$ cat src/rtl/snoop_bus_pkg.sv
// Shared encodings for the snoopy bus: transaction ops, sequencer states and
// the sizing helper for the memory read counter.
package snoop_bus_pkg;

  localparam logic [1:0] OP_READ    = 2'b00;
  localparam logic [1:0] OP_WMISS   = 2'b01;
  localparam logic [1:0] OP_UPGRADE = 2'b10;
  localparam logic [1:0] OP_RSVD    = 2'b11;

  typedef enum logic [2:0] {
    IDLE  = 3'd0,
    ADDR  = 3'd1,
    SNOOP = 3'd2,
    DATA  = 3'd3,
    INV   = 3'd4,
    WB    = 3'd5,
    DONE  = 3'd6
  } state_t;

  function automatic int cnt_width(input int lat);
    return $clog2(lat + 1);
  endfunction

endpackage

$ cat src/rtl/snoop_bus_arbiter_if.sv
// Snoopy bus bundle between the arbiter (master) and the cache controllers
// (slave): requests, broadcast, snoop responses and completion indications.
interface snoop_bus_arbiter_if #(
  parameter int N_REQ  = 2,
  parameter int ADDR_W = 8
);
  logic [N_REQ-1:0]        req;
  logic [2*N_REQ-1:0]      req_op;
  logic [ADDR_W*N_REQ-1:0] req_addr;
  logic [N_REQ-1:0]        grant;
  logic                    bus_valid;
  logic [1:0]              bus_op;
  logic [ADDR_W-1:0]       bus_addr;
  logic [N_REQ-1:0]        snoop_shr;
  logic [N_REQ-1:0]        snoop_mod;
  logic [N_REQ-1:0]        inv_ack;
  logic                    write_back_done;
  logic                    read_done;
  logic                    read_shared;
  logic                    send_abort;
  logic                    all_inv_done;
  logic                    done;

  modport master (
    input  req, req_op, req_addr, snoop_shr, snoop_mod, inv_ack, write_back_done,
    output grant, bus_valid, bus_op, bus_addr, read_done, read_shared,
           send_abort, all_inv_done, done
  );

  modport slave (
    output req, req_op, req_addr, snoop_shr, snoop_mod, inv_ack, write_back_done,
    input  grant, bus_valid, bus_op, bus_addr, read_done, read_shared,
           send_abort, all_inv_done, done
  );
endinterface

$ cat src/rtl/rr_arbiter.sv
// Combinational round-robin picker: searches upward from last_grant+1 and
// returns a one-hot selection (all zero when nobody requests).
module rr_arbiter #(
  parameter int N_REQ = 2,
  localparam int IDX_W = (N_REQ > 1) ? $clog2(N_REQ) : 1
) (
  input  logic [N_REQ-1:0] req,
  input  logic [IDX_W-1:0] last_grant,
  output logic [N_REQ-1:0] sel
);

  logic [IDX_W-1:0] idx;
  logic             found;

  always_comb begin
    sel   = '0;
    found = 1'b0;
    idx   = '0;
    for (int k = 1; k <= N_REQ; k++) begin
      idx = IDX_W'((int'(last_grant) + k) % N_REQ);
      if (!found && req[idx]) begin
        sel[idx] = 1'b1;
        found    = 1'b1;
      end
    end
  end

endmodule

$ cat src/rtl/snoop_bus_arbiter.sv
// Snoopy bus arbiter: grants one controller at a time and walks its
// transaction through broadcast, snoop, memory read, invalidate or write-back.
module snoop_bus_arbiter
  import snoop_bus_pkg::*;
#(
  parameter int N_REQ    = 2,
  parameter int ADDR_W   = 8,
  parameter int READ_LAT = 3
) (
  input  logic                clk,
  input  logic                reset_n,
  snoop_bus_arbiter_if.master bus
);

  localparam int IDX_W = (N_REQ > 1) ? $clog2(N_REQ) : 1;
  localparam int CNT_W = cnt_width(READ_LAT);

  state_t            state_reg, state_next;
  logic [N_REQ-1:0]  sel_reg, arb_sel, others, pend_reg;
  logic [IDX_W-1:0]  last_grant_reg, sel_idx;
  logic [1:0]        op_reg, pick_op;
  logic [ADDR_W-1:0] addr_reg, pick_addr;
  logic [CNT_W-1:0]  cnt_reg;
  logic              shr_reg, snoop_hit_mod, last_beat, inv_clear;
  logic [1:0]        op_arr   [N_REQ];
  logic [ADDR_W-1:0] addr_arr [N_REQ];

  generate
    for (genvar gi = 0; gi < N_REQ; gi++) begin : g_unpack
      assign op_arr[gi]   = bus.req_op[2*gi +: 2];
      assign addr_arr[gi] = bus.req_addr[ADDR_W*gi +: ADDR_W];
    end
  endgenerate

  rr_arbiter #(.N_REQ(N_REQ)) u_rr (
    .req        (bus.req),
    .last_grant (last_grant_reg),
    .sel        (arb_sel)
  );

  always_comb begin
    pick_op   = '0;
    pick_addr = '0;
    sel_idx   = '0;
    for (int i = 0; i < N_REQ; i++) begin
      if (arb_sel[i]) begin
        pick_op   = op_arr[i];
        pick_addr = addr_arr[i];
      end
      if (sel_reg[i]) sel_idx = IDX_W'(i);
    end
  end

  // The granted controller never snoops or acks its own transaction.
  assign others        = ~sel_reg;
  assign snoop_hit_mod = |(bus.snoop_mod & others);
  assign last_beat     = (cnt_reg == CNT_W'(1));
  assign inv_clear     = (pend_reg == '0);

  always_ff @(posedge clk or negedge reset_n) begin
    if (!reset_n) state_reg <= IDLE;
    else          state_reg <= state_next;
  end

  always_ff @(posedge clk or negedge reset_n) begin
    if (!reset_n) begin
      sel_reg        <= '0;
      last_grant_reg <= IDX_W'(N_REQ - 1);
      op_reg         <= '0;
      addr_reg       <= '0;
      shr_reg        <= 1'b0;
      cnt_reg        <= '0;
      pend_reg       <= '0;
    end else begin
      case (state_reg)
        IDLE: if (|bus.req) begin
          sel_reg  <= arb_sel;
          op_reg   <= pick_op;
          addr_reg <= pick_addr;
        end
        SNOOP: begin
          shr_reg  <= |(bus.snoop_shr & others);
          cnt_reg  <= CNT_W'(READ_LAT);
          pend_reg <= others;
        end
        DATA: begin
          cnt_reg  <= cnt_reg - CNT_W'(1);
          pend_reg <= others;
        end
        INV:     pend_reg <= pend_reg & ~bus.inv_ack;
        DONE:    last_grant_reg <= sel_idx;
        default: ;
      endcase
    end
  end

  always_comb begin
    state_next = state_reg;
    case (state_reg)
      IDLE:  if (|bus.req) state_next = ADDR;
      ADDR:  state_next = SNOOP;
      SNOOP: begin
        if (snoop_hit_mod) state_next = WB;
        else begin
          case (op_reg)
            OP_READ, OP_WMISS: state_next = DATA;
            OP_UPGRADE:        state_next = INV;
            default:           state_next = DONE;
          endcase
        end
      end
      DATA:    if (last_beat) state_next = (op_reg == OP_WMISS) ? INV : DONE;
      INV:     if (inv_clear) state_next = DONE;
      WB:      if (bus.write_back_done) state_next = DONE;
      DONE:    state_next = IDLE;
      default: state_next = IDLE;
    endcase
  end

  always_comb begin
    bus.grant        = (state_reg == IDLE) ? '0 : sel_reg;
    bus.bus_valid    = (state_reg == ADDR);
    bus.bus_op       = op_reg;
    bus.bus_addr     = addr_reg;
    bus.read_done    = (state_reg == DATA) && last_beat;
    bus.read_shared  = (state_reg == DATA) && last_beat && (op_reg == OP_READ) && shr_reg;
    bus.send_abort   = (state_reg == WB);
    bus.all_inv_done = (state_reg == INV) && inv_clear;
    bus.done         = (state_reg == DONE);
  end

endmodule
$ cat src/flat_wrapper.sv
// flat-port wrapper written by rule: the top's interface ports become plain ports
module snoop_bus_arbiter_flat import snoop_bus_pkg::*;
#(
  parameter int N_REQ    = 2,
  parameter int ADDR_W   = 8,
  parameter int READ_LAT = 3
)
  (clk, reset_n, bus_req, bus_req_op, bus_req_addr, bus_snoop_shr, bus_snoop_mod, bus_inv_ack, bus_write_back_done, bus_grant, bus_bus_valid, bus_bus_op, bus_bus_addr, bus_read_done, bus_read_shared, bus_send_abort, bus_all_inv_done, bus_done);
  snoop_bus_arbiter_if #(.N_REQ(N_REQ), .ADDR_W(ADDR_W)) bus_i ();
  input  logic clk;
  input  logic reset_n;
  input wire logic [$bits(bus_i.req)-1:0] bus_req;
  input wire logic [$bits(bus_i.req_op)-1:0] bus_req_op;
  input wire logic [$bits(bus_i.req_addr)-1:0] bus_req_addr;
  input wire logic [$bits(bus_i.snoop_shr)-1:0] bus_snoop_shr;
  input wire logic [$bits(bus_i.snoop_mod)-1:0] bus_snoop_mod;
  input wire logic [$bits(bus_i.inv_ack)-1:0] bus_inv_ack;
  input wire logic [$bits(bus_i.write_back_done)-1:0] bus_write_back_done;
  output wire logic [$bits(bus_i.grant)-1:0] bus_grant;
  output wire logic [$bits(bus_i.bus_valid)-1:0] bus_bus_valid;
  output wire logic [$bits(bus_i.bus_op)-1:0] bus_bus_op;
  output wire logic [$bits(bus_i.bus_addr)-1:0] bus_bus_addr;
  output wire logic [$bits(bus_i.read_done)-1:0] bus_read_done;
  output wire logic [$bits(bus_i.read_shared)-1:0] bus_read_shared;
  output wire logic [$bits(bus_i.send_abort)-1:0] bus_send_abort;
  output wire logic [$bits(bus_i.all_inv_done)-1:0] bus_all_inv_done;
  output wire logic [$bits(bus_i.done)-1:0] bus_done;
  assign bus_i.req = bus_req;
  assign bus_i.req_op = bus_req_op;
  assign bus_i.req_addr = bus_req_addr;
  assign bus_i.snoop_shr = bus_snoop_shr;
  assign bus_i.snoop_mod = bus_snoop_mod;
  assign bus_i.inv_ack = bus_inv_ack;
  assign bus_i.write_back_done = bus_write_back_done;
  assign bus_grant = bus_i.grant;
  assign bus_bus_valid = bus_i.bus_valid;
  assign bus_bus_op = bus_i.bus_op;
  assign bus_bus_addr = bus_i.bus_addr;
  assign bus_read_done = bus_i.read_done;
  assign bus_read_shared = bus_i.read_shared;
  assign bus_send_abort = bus_i.send_abort;
  assign bus_all_inv_done = bus_i.all_inv_done;
  assign bus_done = bus_i.done;
  snoop_bus_arbiter #(.N_REQ(N_REQ), .ADDR_W(ADDR_W), .READ_LAT(READ_LAT)) u_core (.clk(clk), .reset_n(reset_n), .bus(bus_i));
endmodule
$ cat config.mk
export PLATFORM = sky130hd
export DESIGN_NAME = snoop_bus_arbiter_flat
export DESIGN_NICKNAME = d
export VERILOG_FILES = /design/src/rtl/snoop_bus_pkg.sv /design/src/rtl/snoop_bus_arbiter_if.sv /design/src/rtl/rr_arbiter.sv /design/src/rtl/snoop_bus_arbiter.sv /design/src/flat_wrapper.sv
export SDC_FILE = /design/constraint.sdc
export NUM_CORES = 1
export LEC_CHECK = 0
export ABC_CLOCK_PERIOD_IN_PS = 1500
export CORE_MARGIN = 3
export CORE_UTILIZATION = 40
export CTS_BUF_LIST = sky130_fd_sc_hd__clkbuf_8
export DETAILED_ROUTE_END_ITERATION = 10
export GPL_TIMING_DRIVEN = 0
export PLACE_DENSITY = 0.79
export SLEW_MARGIN = 20
export SYNTH_ARGS = -nofsm -noshare
export SYNTH_HDL_FRONTEND = slang
export SYNTH_HIERARCHICAL = 1
export SYNTH_SLANG_ARGS = --single-unit
$ cat constraint.sdc
create_clock -name clk -period 1.5 [get_ports clk]
set_input_delay 0.3 -clock clk [delete_from_list [all_inputs] [get_ports clk]]
set_output_delay 0.3 -clock clk [all_outputs]
set_load 0.01 [all_outputs]
==> metrics.txt, run 1 <==
dominant cell type by area after synthesis dfrtp_1; DRT iter0 DRCs 68; Crit Path Class flip-flop to flip-flop; antenna-violating nets left 0; post-layout util 0.7149; Hold Path Sink u_core/bus.bus_addr[1]; # fillers 222; maximum VDD drop 965.2 µV; die width 61.42 µm; Non-Filler Instances 213; R2R Path Start u_core/state_reg[1]; Seq cells post-synth 21; Critical path origin u_core/state_reg[1]; Max transition margin 0.3885; first-pass GRT wire length between 5 and 6 mm; Fmax just over 600 MHz; hold slack 0.5175 ns; vias in the first global route 1,195; Setup crit start kind flip-flop; CTS Buf Count 3; Seq/Total Area, Yosys 0.4287; total iterations of the first detailed-routing run 4; Final Hold Fails 0; R2R Path End u_core/bus.bus_addr[5]; initial antenna violation count 0; RSZ-0062 raised after global routing yes; Largest register FFs 8; failing checks setup timing; die footprint 3772 µm²; register-to-register setup slack -0.16 ns; clock buffer depth 2; Antenna diodes 0; Final setup viols 18; # port buffers 48; Hold/Removal Path Class flip-flop to flip-flop; Worst-Skew Late Latency between 0.2 and 0.3 ns; Critical Path Sink Type flip-flop; Worst-path clk slew 0.08 ns; initial core utilization 0.4307; fin. max-slew vios 0; dpl cells 190; top-area cell type share of the netlist area 0.4073; area of the multi-input gates 673.1 µm²; Post-Route WL 3.400 mm; Final HPWL DP 2.342 mm; root buf cell clkbuf_8; Mapped Avg Cell Area 11.07 µm²; Post-Syn Nets approximately 140; H-tree depth 1; top cells by area, synth dfrtp_1, mux2_4, a22o_1; Lkg Pwr 1.007 nW; Synth Instances about 110; CP Data Arrival Time 1.80 ns; hold depth 1; Max Cap Viol 0; status finished, violations left; IO Pins 49; share of cells above drive strength 1 0.3571; largest net degree at the start of global routing 22; critical path required time 1.64 ns; via count 1,145; Post-Syn Area 1229 µm²; Die H 61.42 µm; RePlAce Congestion just over 0.9; layout net count 215; Setup WS post-layout -0.1560 ns; synth warn 6; worst min-delay path startpoint u_core/bus.bus_addr[1]; Worst R2R Path Depth 7; Clock Sinks 21; drc violations 0; Via density approximately 5.4; core area 2853 µm²; drt wl/cell ~16 µm; crit-path max FO 5; Unique masters post-synth 37; Total GRT Usage 0.1870; Power Dens Cells 1875 nW/µm²; Setup Skew 0.005006 ns; Worst-Margin Slew between 0.9 and 1 ns; Rows 19; total gr overflow 0; Tot Pwr between 3 and 4 mW; register area 529.3 µm²; Post-Route Setup TNS -1.978 ns; area grow syn2layout 65.99%; min Tclk post-route around 1.7 ns; CTS tree built; final period utilization 1.104
[how the worst max path moves through the flow]
stage                                        end  slack (ns)
after floorplan             u_core/bus.bus_op[1]        0.04
after detailed placement  u_core/bus.bus_addr[6]       -0.75
after CTS                         bus_send_abort       -0.16
after global placement    u_core/bus.bus_addr[6]       -0.69
final                     u_core/bus.bus_addr[5]       -0.16
after global routing      u_core/bus.bus_addr[0]       -0.20
[what timing repair did]
action | 4_1_cts | 5_1_grt
hold buffers | 0 | 0
pin swaps | 4 | 7
endpoints found under the setup margin | 22 | 28
hold endpoints to repair | 0 | 0
buffers inserted | 15 | 4
gates resized for setup | 52 | 17
gates cloned | 0 | 1
[final cells by class]
class | instances | share of cell area
multi-input combinational | 77 | 0.3301
timing repair buffer | 68 | 0.3270
sequential | 21 | 0.2595
buffer | 5 | 0.02699
clock buffer | 3 | 0.02025
tap | 31 | 0.01902
inverter | 7 | 0.01472
clock inverter | 1 | 0.002454
[worst max-delay path, cell delays in order, from the launching register on]
cell and delay [ns]:
dfrtp_2 0.42, buf_6 0.13, nor3_4 0.18, buf_6 0.12, buf_6 0.08, o21a_4 0.16
clkbuf_16 0.16, mux2_4 0.29
[cells in the final DEF (no fill, tap or decap), drive strengths merged, types with 6 or more instances in the layout]
cell,instances
a22o,9
buf,29
clkdlybuf4s50,30
dfrtp,20
dlymetal6s2s,8
inv,6
mux2,13
nor3,6
o21ai,7
[synthesized netlist by cell type]
cell type,number
nor2_1,4
buf_6,1
a221oi_1,2
nand2b_1,2
dfrtp_1,20
a21boi_0,1
and2b_2,1
a21oi_1,3
a22o_1,9
and4b_1,1
dfstp_2,1
nand4bb_1,1
o21a_4,1
o21ai_0,7
a31oi_1,1
inv_1,7
mux2_4,10
buf_4,1
o22a_1,1
buf_12,1
nand2_1,5
nand3b_1,3
nor4b_1,1
o311a_2,1
mux2_2,3
a22oi_1,1
o22ai_1,1
nor4_1,1
ha_1,1
nor3_1,5
or3_1,1
a21boi_1,1
clkbuf_1,3
nor2b_1,5
and3_1,2
and3_2,1
nor3_4,1
[where the power goes]
group / switching (mW) / internal (mW) / leakage (nW)
logic: 0.962 / 1.43 / 0.728
registers: 0.220 / 0.847 / 0.254
clock network: 0.183 / 0.185 / 0.0255
total: 1.36 / 2.46 / 1.01
[logic make-up after synthesis]
family / count (synthesis) / share of synthesized area
mux: 13 / 0.1497
compound gates: 29 / 0.1762
flops: 21 / 0.4287
buf+inv: 13 / 0.06212
simple gates: 34 / 0.1731
fa+ha+maj: 1 / 0.01018
[stage by stage]
step | instance area [µm²] | setup slack (ns)
after floorplan | 1229 | 0.04046
after global placement | 1748 | -0.6897
after detailed placement | 1748 | -0.7476
after CTS | 1942 | -0.1569
after global routing | 2039 | -0.2000
final | 2039 | -0.1560
[routing by layer]
layer / vias up / routed length, µm / part of all wire / track usage
li1: 548 / - / - / -
met1: 540 / 1359 / 0.40 / 0.2311
met2: 57 / 1701 / 0.50 / 0.3369
met3: 0 / 339 / 0.10 / 0.04822
met4: 0 / 0 / 0 / 0.02424
met5: - / 0 / 0 / 0
No activity file was read; power rests on OpenSTA's default activity.
==> inputs of run 2 (changes only) <==
- CTS_CLUSTER_DIAMETER: unset -> 50
==> results of run 2 <==
No change in the layout: final DEF, timing and power equal those of run 1.
